## src/rtl/rw_pkg.sv

```systemverilog
// rw_pkg: shared walk-engine state encoding, LFSR taps and table-base defaults
package rw_pkg;
  typedef enum logic [2:0] {
    IDLE, RD_FIRST, RD_LAST, RD_NEI, RD_CNT, WR_CNT, END_WALK, DONE
  } rw_state_t;
  // Right-shifting Galois form of the x^32+x^22+x^2+x^1+1 polynomial
  localparam logic [31:0] LFSR_TAPS = 32'h8020_0003;
  localparam int NEI_ADDR_BASE_DEF = 10;
  localparam int CNT_BASE_DEF = 100;
endpackage

```

## src/rtl/rw_lfsr32.sv

```systemverilog
// rw_lfsr32: free-running 32-bit Galois LFSR; clk, rst_n (async low) in, o_rnd = low 16 state bits out
module rw_lfsr32
  import rw_pkg::*;
#(
  parameter logic [31:0] SEED = 32'hACE1_2F3B
) (
  input  logic        clk,
  input  logic        rst_n,
  output logic [15:0] o_rnd
);
  logic [31:0] r_lfsr;
  always_ff @(posedge clk or negedge rst_n) begin
    if (!rst_n) r_lfsr <= SEED;
    else        r_lfsr <= {1'b0, r_lfsr[31:1]} ^ (r_lfsr[0] ? LFSR_TAPS : 32'h0);
  end
  assign o_rnd = r_lfsr[15:0];
endmodule

```

## src/rtl/rw_walk_engine.sv

```systemverilog
// rw_walk_engine: random-walk engine counting per-(node, step) visits in an external single-port BRAM
// Ports: clk, rst_n (async low); seed_valid/seed_ready/seed_node handshake;
//        mem_addr/mem_we/mem_wdata/mem_rdata BRAM port (read data one cycle after address);
//        busy, done (one-cycle pulse), walks_truncated (walks cut short by zero-degree nodes)
module rw_walk_engine
  import rw_pkg::*;
#(
  parameter int          ADDR_W        = 13,
  parameter int          DATA_W        = 32,
  parameter int          NEI_ADDR_BASE = NEI_ADDR_BASE_DEF,
  parameter int          CNT_BASE      = CNT_BASE_DEF,
  parameter int          MAX_STEPS     = 7,
  parameter int          NUM_WALKS     = 100,
  parameter logic [31:0] LFSR_SEED     = 32'hACE1_2F3B
) (
  input  logic              clk,
  input  logic              rst_n,
  input  logic              seed_valid,
  output logic              seed_ready,
  input  logic [DATA_W-1:0] seed_node,
  output logic [ADDR_W-1:0] mem_addr,
  output logic              mem_we,
  output logic [DATA_W-1:0] mem_wdata,
  input  logic [DATA_W-1:0] mem_rdata,
  output logic              busy,
  output logic              done,
  output logic [15:0]       walks_truncated
);
  localparam logic [DATA_W-1:0] L_NB  = DATA_W'(NEI_ADDR_BASE);
  localparam logic [DATA_W-1:0] L_CB  = DATA_W'(CNT_BASE);
  localparam logic [DATA_W-1:0] L_MS  = DATA_W'(MAX_STEPS);
  localparam logic [DATA_W-1:0] L_NW  = DATA_W'(NUM_WALKS);
  localparam logic [DATA_W-1:0] L_ONE = DATA_W'(1);

  rw_state_t          r_state;
  logic [DATA_W-1:0]  r_seed, r_curr, r_first, r_nxt, r_step, r_walk;
  logic [ADDR_W-1:0]  r_cnt_addr;
  logic               r_busy, r_done;
  logic [15:0]        r_trunc;
  logic [15:0]        w_rnd;
  logic [DATA_W-1:0]  w_tbl, w_deg, w_idx, w_nei, w_cnt, w_inc;
  logic [DATA_W+15:0] w_prod;

  rw_lfsr32 #(.SEED(LFSR_SEED)) u_lfsr (.clk(clk), .rst_n(rst_n), .o_rnd(w_rnd));

  // Reads that depend on the word just returned drive the address straight
  // from mem_rdata so each step fits in five cycles.
  assign w_tbl  = L_NB + (r_curr << 1);
  assign w_deg  = (mem_rdata >= r_first) ? mem_rdata - r_first + L_ONE : '0;
  // Scaled multiply maps the 16-bit random value onto 0..deg-1 without a divider
  assign w_prod = {{DATA_W{1'b0}}, w_rnd} * {16'b0, w_deg};
  assign w_idx  = DATA_W'(w_prod >> 16);
  assign w_nei  = r_first + w_idx;
  assign w_cnt  = L_CB + mem_rdata * L_MS + r_step;
  assign w_inc  = (&mem_rdata) ? mem_rdata : mem_rdata + L_ONE;

  always_comb begin
    mem_addr  = (r_state == RD_FIRST) ? ADDR_W'(w_tbl) :
                (r_state == RD_LAST)  ? ADDR_W'(w_tbl + L_ONE) :
                (r_state == RD_NEI)   ? ADDR_W'(w_nei) :
                (r_state == RD_CNT)   ? ADDR_W'(w_cnt) :
                (r_state == WR_CNT)   ? r_cnt_addr : '0;
    mem_we    = (r_state == WR_CNT);
    mem_wdata = mem_we ? w_inc : '0;
  end

  assign seed_ready      = (r_state == IDLE);
  assign busy            = r_busy;
  assign done            = r_done;
  assign walks_truncated = r_trunc;

  always_ff @(posedge clk or negedge rst_n) begin
    if (!rst_n) begin
      r_state    <= IDLE;
      r_seed     <= '0;
      r_curr     <= '0;
      r_first    <= '0;
      r_nxt      <= '0;
      r_step     <= '0;
      r_walk     <= '0;
      r_cnt_addr <= '0;
      r_busy     <= 1'b0;
      r_done     <= 1'b0;
      r_trunc    <= '0;
    end else begin
      r_done <= 1'b0;
      case (r_state)
        IDLE: if (seed_valid) begin
          r_seed  <= seed_node;
          r_curr  <= seed_node;
          r_step  <= '0;
          r_walk  <= '0;
          r_trunc <= '0;
          r_busy  <= 1'b1;
          r_state <= RD_FIRST;
        end
        RD_FIRST: r_state <= RD_LAST;
        RD_LAST: begin
          r_first <= mem_rdata;
          r_state <= RD_NEI;
        end
        RD_NEI: if (w_deg == '0) begin
          r_trunc <= (&r_trunc) ? r_trunc : r_trunc + 16'd1;
          r_state <= END_WALK;
        end else r_state <= RD_CNT;
        RD_CNT: begin
          r_nxt      <= mem_rdata;
          r_cnt_addr <= ADDR_W'(w_cnt);
          r_state    <= WR_CNT;
        end
        WR_CNT: begin
          r_curr  <= r_nxt;
          r_step  <= r_step + L_ONE;
          r_state <= (r_step + L_ONE == L_MS) ? END_WALK : RD_FIRST;
        end
        END_WALK: begin
          r_walk  <= r_walk + L_ONE;
          r_curr  <= r_seed;
          r_step  <= '0;
          r_state <= (r_walk + L_ONE == L_NW) ? DONE : RD_FIRST;
          r_done  <= (r_walk + L_ONE == L_NW);
          r_busy  <= (r_walk + L_ONE != L_NW);
        end
        DONE: r_state <= IDLE;
      endcase
    end
  end
endmodule

```

## config.mk

```make
export PLATFORM = sky130hd
export DESIGN_NAME = rw_walk_engine
export DESIGN_NICKNAME = d
export VERILOG_FILES = /design/src/rtl/rw_pkg.sv /design/src/rtl/rw_lfsr32.sv /design/src/rtl/rw_walk_engine.sv
export SDC_FILE = /design/constraint.sdc
export NUM_CORES = 1
export LEC_CHECK = 0
export ABC_CLOCK_PERIOD_IN_PS = 26300
export BUFFER_PORTS_ARGS = -buffer_cell sky130_fd_sc_hd__buf_2
export CELL_PAD_IN_SITES_DETAIL_PLACEMENT = 2
export CELL_PAD_IN_SITES_GLOBAL_PLACEMENT = 2
export CORE_ASPECT_RATIO = 1.75
export CORE_MARGIN = 2
export CORE_UTILIZATION = 42
export DETAILED_ROUTE_END_ITERATION = 8
export GPL_TIMING_DRIVEN = 0
export PLACE_DENSITY = 0.95
export SYNTH_ARGS = -nofsm -noshare
export SYNTH_HDL_FRONTEND = slang
export SYNTH_SLANG_ARGS = --single-unit
```

## constraint.sdc

```tcl
create_clock -name clk -period 26.3 [get_ports clk]
set_input_delay 5.26 -clock clk [delete_from_list [all_inputs] [get_ports clk]]
set_output_delay 5.26 -clock clk [all_outputs]
set_load 0.05 [all_outputs]
```

# After elaboration in Yosys (flattened, before gate mapping)

Cells that the tools add are included.

Logic and storage cells: 77
Register bits after elaboration: 198

Multipliers: 2
Bitwise logic cells: 1
Equality and inequality tests: 13
$add $sub $neg: 11
Reductions and logical operators: 11
Multiplexer cells: 26
Order comparisons: 1

Operators by type and width:

| kind                                                                   | number |
|---|---|
| 32-bit 2-to-1 mux                                                      | 5 |
| 32-bit by 1-bit adder with 32-bit output, second input constant        | 4 |
| 32-bit one-hot mux with 3 select lines                                 | 1 |
| 13-bit 2-to-1 mux                                                      | 5 |
| 32-bit one-hot mux with 2 select lines                                 | 1 |
| 16-bit 2-to-1 mux                                                      | 3 |
| 12-bit one-hot mux with 3 select lines                                 | 1 |
| 32-bit by 3-bit equality test with 1-bit output, second input constant | 1 |
| 32-bit by 7-bit equality test with 1-bit output, second input constant | 1 |
| 32-bit >= comparator                                                   | 1 |
| 32-bit logical NOT                                                     | 1 |
| 16-bit by 32-bit multiplier with 29-bit output                         | 1 |
| 32-bit by 3-bit multiplier with 13-bit output, second input constant   | 1 |
| 32-bit by 7-bit != test with 1-bit output, second input constant       | 1 |
| 16-bit one-hot mux with 2 select lines                                 | 1 |
| 32-bit AND reduction                                                   | 1 |
| 32-bit subtractor                                                      | 1 |
| 31-bit by 32-bit bitwise XOR with 32-bit output                        | 1 |
| 13-bit adder                                                           | 2 |
| 3-bit one-hot mux with 8 select lines                                  | 1 |
| 16-bit by 1-bit adder with 16-bit output, second input constant        | 1 |
| 16-bit AND reduction                                                   | 1 |
| 13-bit by 1-bit adder with 13-bit output, second input constant        | 1 |
| 4-bit by 13-bit adder with 13-bit output, first input constant         | 1 |
| 16 further kinds                                                       | 27 |

# Logic depth before layout (Yosys ltp)

Depth in word-level cells: 8
Mapped depth: 49

# By module

Synthesis repeated with hierarchy kept, for this count alone.

Cell total of the unflattened synthesis: 2895
Area, all modules: 24454.7 µm²

By module, submodules not included:

| module         | sequential area each (µm²) | instances | area an instance (µm²) | cells each |
|---|---|---|---|---|
| rw_walk_engine | 4154.0                     | 1         | 23485.0                | 2844 |
| rw_lfsr32      | 823.3                      | 1         | 969.7                  | 51 |

# Worst setup path before layout

No wires, ideal clock.

Path type: input to output
Start: input port mem_rdata[20]
End: output port mem_addr[12]
Arrival: 15.485 ns
Cell stages on the path: 43
Required time: 21.040 ns
Buffers on the path: 4
Path slack: 5.555 ns
Path through: ha_1 > fa_1 > a31oi_1 > o21ai_0 > a211o_1 > a311oi_2 > buf_2 > buf_1 > buf_1 > clkbuf_1 > nor3_1 > fa_1 > inv_1 > fa_1 > fa_1 > inv_1 > fa_1 > fa_1 > (+7 left out) > a21oi_1 > o31ai_2 > a21oi_1 > inv_1 > a21oi_1 > xnor2_1 > ha_1 > inv_1 > o21ai_0 > and2_1 > o21ai_0 > nand2b_1 > a21oi_1 > o21ai_0 > o41ai_1 > xnor3_1 > xnor3_1 > o221ai_1

Cells in the longest elaborated chain, start to end: 8
Elaborated cells on any way between the ends: 9

RTL lines:

| item                                               | RTL line             | text |
|---|---|---|
| start, declared                                    | rw_walk_engine.sv:24 | `input logic [DATA_W-1:0] mem_rdata,` |
| 32-bit subtractor                                  | rw_walk_engine.sv:49 | `assign w_deg = (mem_rdata >= r_first) ? mem_rdata - r_first + L_ONE : '0;` |
| 32-bit by 1-bit adder with 32-bit output           | rw_walk_engine.sv:49 |  |
| 32-bit 2-to-1 mux (*)                              | rw_walk_engine.sv:49 |  |
| 16-bit by 32-bit multiplier with 29-bit output (*) | rw_walk_engine.sv:51 | `assign w_prod = {{DATA_W{1'b0}}, w_rnd} * {16'b0, w_deg};` |
| 13-bit adder (*)                                   | rw_walk_engine.sv:53 | `assign w_nei = r_first + w_idx;` |
| 13-bit 2-to-1 mux (*)                              | rw_walk_engine.sv:60 | `(r_state == RD_NEI) ? ADDR_W'(w_nei) :` |
| 13-bit 2-to-1 mux (*)                              | rw_walk_engine.sv:59 | `(r_state == RD_LAST) ? ADDR_W'(w_tbl + L_ONE) :` |
| 13-bit 2-to-1 mux (*)                              | rw_walk_engine.sv:58 | `mem_addr = (r_state == RD_FIRST) ? ADDR_W'(w_tbl) :` |
| end, declared                                      | rw_walk_engine.sv:21 | `output logic [ADDR_W-1:0] mem_addr,` |

Mark *: on every way between the ends. The rest lies on a longest branch, timed or not.

# Final worst setup path

Start: input port mem_rdata[0]
End: output port mem_addr[12]

Cells in the longest elaborated chain, start to end: 8
Elaborated cells on any way between the ends: 13

RTL lines:

| item                                           | RTL line |
|---|---|
| 32-bit subtractor                              | rw_walk_engine.sv:49 |
| 32-bit by 1-bit adder with 32-bit output       | rw_walk_engine.sv:49 |
| 32-bit 2-to-1 mux                              | rw_walk_engine.sv:49 |
| 16-bit by 32-bit multiplier with 29-bit output | rw_walk_engine.sv:51 |
| 13-bit adder                                   | rw_walk_engine.sv:53 |
| 13-bit 2-to-1 mux (*)                          | rw_walk_engine.sv:60 |
| 13-bit 2-to-1 mux (*)                          | rw_walk_engine.sv:59 |
| 13-bit 2-to-1 mux (*)                          | rw_walk_engine.sv:58 |

Marks and branches as above.

==> reports/metrics.yaml <==
final_cell_mix: "nand2_1 (511), inv_1 (390), fa_1 (298), nor2_1 (195), o21ai_0 (190)"
synth-seq-area-share: 0.201
drt-vias-per-instance: 6.47
die_width_microns: 187
fin_ws_ps: 772
final_nets: 3623
pre_cts_slack_ps: 2350
synth_top_cell_area_share: 0.241
syn_area_sq_um: 24700
place_congestion: 0.930
mostFrequentLayoutCell: "nand2_1"
num_vias: 25000
clock_sinks: 198
stdcell_area_sq_um: 26900
synthCells: 2948
tightest_slew_ps: 1400
drive_gt1_frac: 0.0666
cts_max_level: 4
synth_edf_count: 0
grt_pass1_vias: 29900
clkTransAtPathRegs_ps: 90
cpMaxStageDelayCell: "o21ai_0"
slew-limit-headroom: 0.0621
cts_tree: "done"
cp_max_fo: 10
place.port_buffers: 111
drt-total-wl_mm: 129
fin_crit_sh: 0.971
worstSetupPathType: "primary input to output port"
maxSlewViolCount: 0
firstDrtPassIters: 8
syn-num-nets: 3492
finalPower_mw: 2.49
initialDrtViolationCount: 1858
peakVddDrop_mv: 0.0792
postCtsHoldBufs: 0
cts-resized-gates: 0
dpl_cell_area_sq_um: 26300
timing.critical_path.to_type: "output port"
hold_violations: 0
fin_setup_tns_ps: 0
netlist_top_cells_area: "fa_1 (24%), dfrtp_1 (18%), ha_1 (9.1%)"
p_leak_nw: 12.5
grt_max_degree: 114
timing.fmax_ghz: 0.0392
worstPathArrival_ps: 20270
outcome: "finished, final reports clean"
die-area_sq_um: 60900
ios: 132
yosys_warnings: 0
area_growth_pct: 8.81
synth_cell_type_count: 88
avgRoutedWirePerCell_microns: 33.5
use_met3: 0.0841
fin_crit_ps: 25530
cpMostUsedCell: "fa_1"
setup_viol_count_final: 0
busiest_layer: "met2"
rsz0062_at_grt: "no"
antenna_left: 0
cap_violations: 0
syn_area_per_cell_sq_um: 8.38
slowest_delay_ps: 1040
ys_seq_elements: 198
core_area_sq_um: 58100
synthFlopType: "dfrtp_1"
grtUsageMet2: 0.767
cts_made_buffers: 17
clk_latency_ps: 520
clockBufferDepth: 2
grt_usage: 0.427
grt_overflow: 0
grt_util_met1: 0.394
pwr_density_cell_nw_per_um2: 92.6
min_path_type: "flip-flop to flip-flop"
yosys.area.top_type: "fa_1"
grt_pass1_wl_mm: 193
clock_skew_ps: 24.8
fp.dieH_microns: 325
start_util: 0.425
synthArstFlopShare: 1.00
dp_hpwl_mm: 90.4
crit_required_ps: 21040
antenna_found_initial: 4
clockRootBuffer: "clkbuf_16"
post_cts_buffers: 0
drc: 0
start_kind: "primary input"
rows: 117
-- worst paths after layout --
check | slack [ps] | end | start | cells past startpoint
hold / removal | 360 | u_lfsr.r_lfsr[24]$_DFF_PN0_ | u_lfsr.r_lfsr[25]$_DFF_PN0_ | 0
hold reg to reg | 360 | u_lfsr.r_lfsr[24]$_DFF_PN0_ | u_lfsr.r_lfsr[25]$_DFF_PN0_ | 0
setup reg to reg | 20060 | walks_truncated[8]$_DFFE_PN0P_ | r_first[1]$_DFFE_PN0P_ | 17
max in group asynchronous | 20320 | u_lfsr.r_lfsr[24]$_DFF_PN0_ | rst_n | 2
min in group asynchronous | 4730 | r_step[19]$_DFFE_PN0P_ | rst_n | 1
setup / recovery | 770 | mem_addr[12] | mem_rdata[0] | 40
-- flip-flops by register name, indices dropped and copies added (netlist names) --
signal and flops:
r_cnt_addr 13, u_lfsr.r_lfsr 32, r_step 32, r_state 3
busy 1, r_curr 12, r_walk 32, r_nxt 12
r_first 32, r_seed 12, walks_truncated 16, done 1
-- report_power, final --
part | internal, mW | switching, mW
Sequential | 0.374 | 0.0754
Clock | 0.132 | 0.173
Combinational | 0.397 | 1.34
-- metrics by stage --
stage           util  hold slack (ps)  cells
6_report       0.463              361   3867
3_3_place_gp   0.451              337   3832
2_1_floorplan      -              331   2948
3_5_place_dp   0.452              340   3833
4_1_cts        0.462              364   3865
5_1_grt        0.463              370   3866
-- synth_stat cells, types with 11 or more instances --
cell and count:
a21o_1 16, a21oi_1 105, a22oi_1 18, a31oi_1 42, and2_1 104, and3_1 31, clkbuf_1 122, dfrtp_1 180
dfstp_2 18, fa_1 298, ha_1 179, inv_1 390, nand2_1 511, nand2b_1 15, nand3_1 62, nand4_1 48
nor2_1 195, nor2b_1 11, nor3_1 49, nor4_1 11, o21ai_0 190, o21bai_1 18, o31ai_1 20, xnor2_1 71
xor2_1 60
-- layer usage --
metal / up-vias / share of wire
li1: 9823 / -
met1: 12800 / 0.31
met2: 1531 / 0.52
met3: 850 / 0.056
met4: 6 / 0.11
met5: - / 0.00033
-- layout make-up --
cell class	instances	area [sq um]
Antenna cell	2	5.00
Clock inverter	15	185
Timing Repair Buffer	112	593
Multi-Input combinational cell	2220	17700
Tap cell	773	967
Buffer	139	543
Sequential cell	198	4980
Clock buffer	17	425
Inverter	391	1470
Fill cell	6411	31200
-- worst max-delay path, delay by kind of cell --
| kind | cells | cell delay [ps] |
|---|---|---|
| fa+ha+maj | 9 | 4600 |
| compound gates | 12 | 4660 |
| buf+inv | 10 | 2860 |
| xor+xnor | 3 | 1090 |
| simple gates | 6 | 1730 |
-- cells by family (layout without fill, tap and decap cells) --
group,after synthesis,after routing,share of synthesized area
AOI/OAI and AO/OA,500,500,0.124
xor gates and xnor gates,136,136,0.0510
adders and majority gates,477,477,0.332
buffers and inverters,530,674,0.0814
DFF,198,198,0.201
muxes,13,13,0.00542
other,0,2,0
and+or+nand+nor,1094,1094,0.204
No activity file was read; power rests on OpenSTA's default activity.
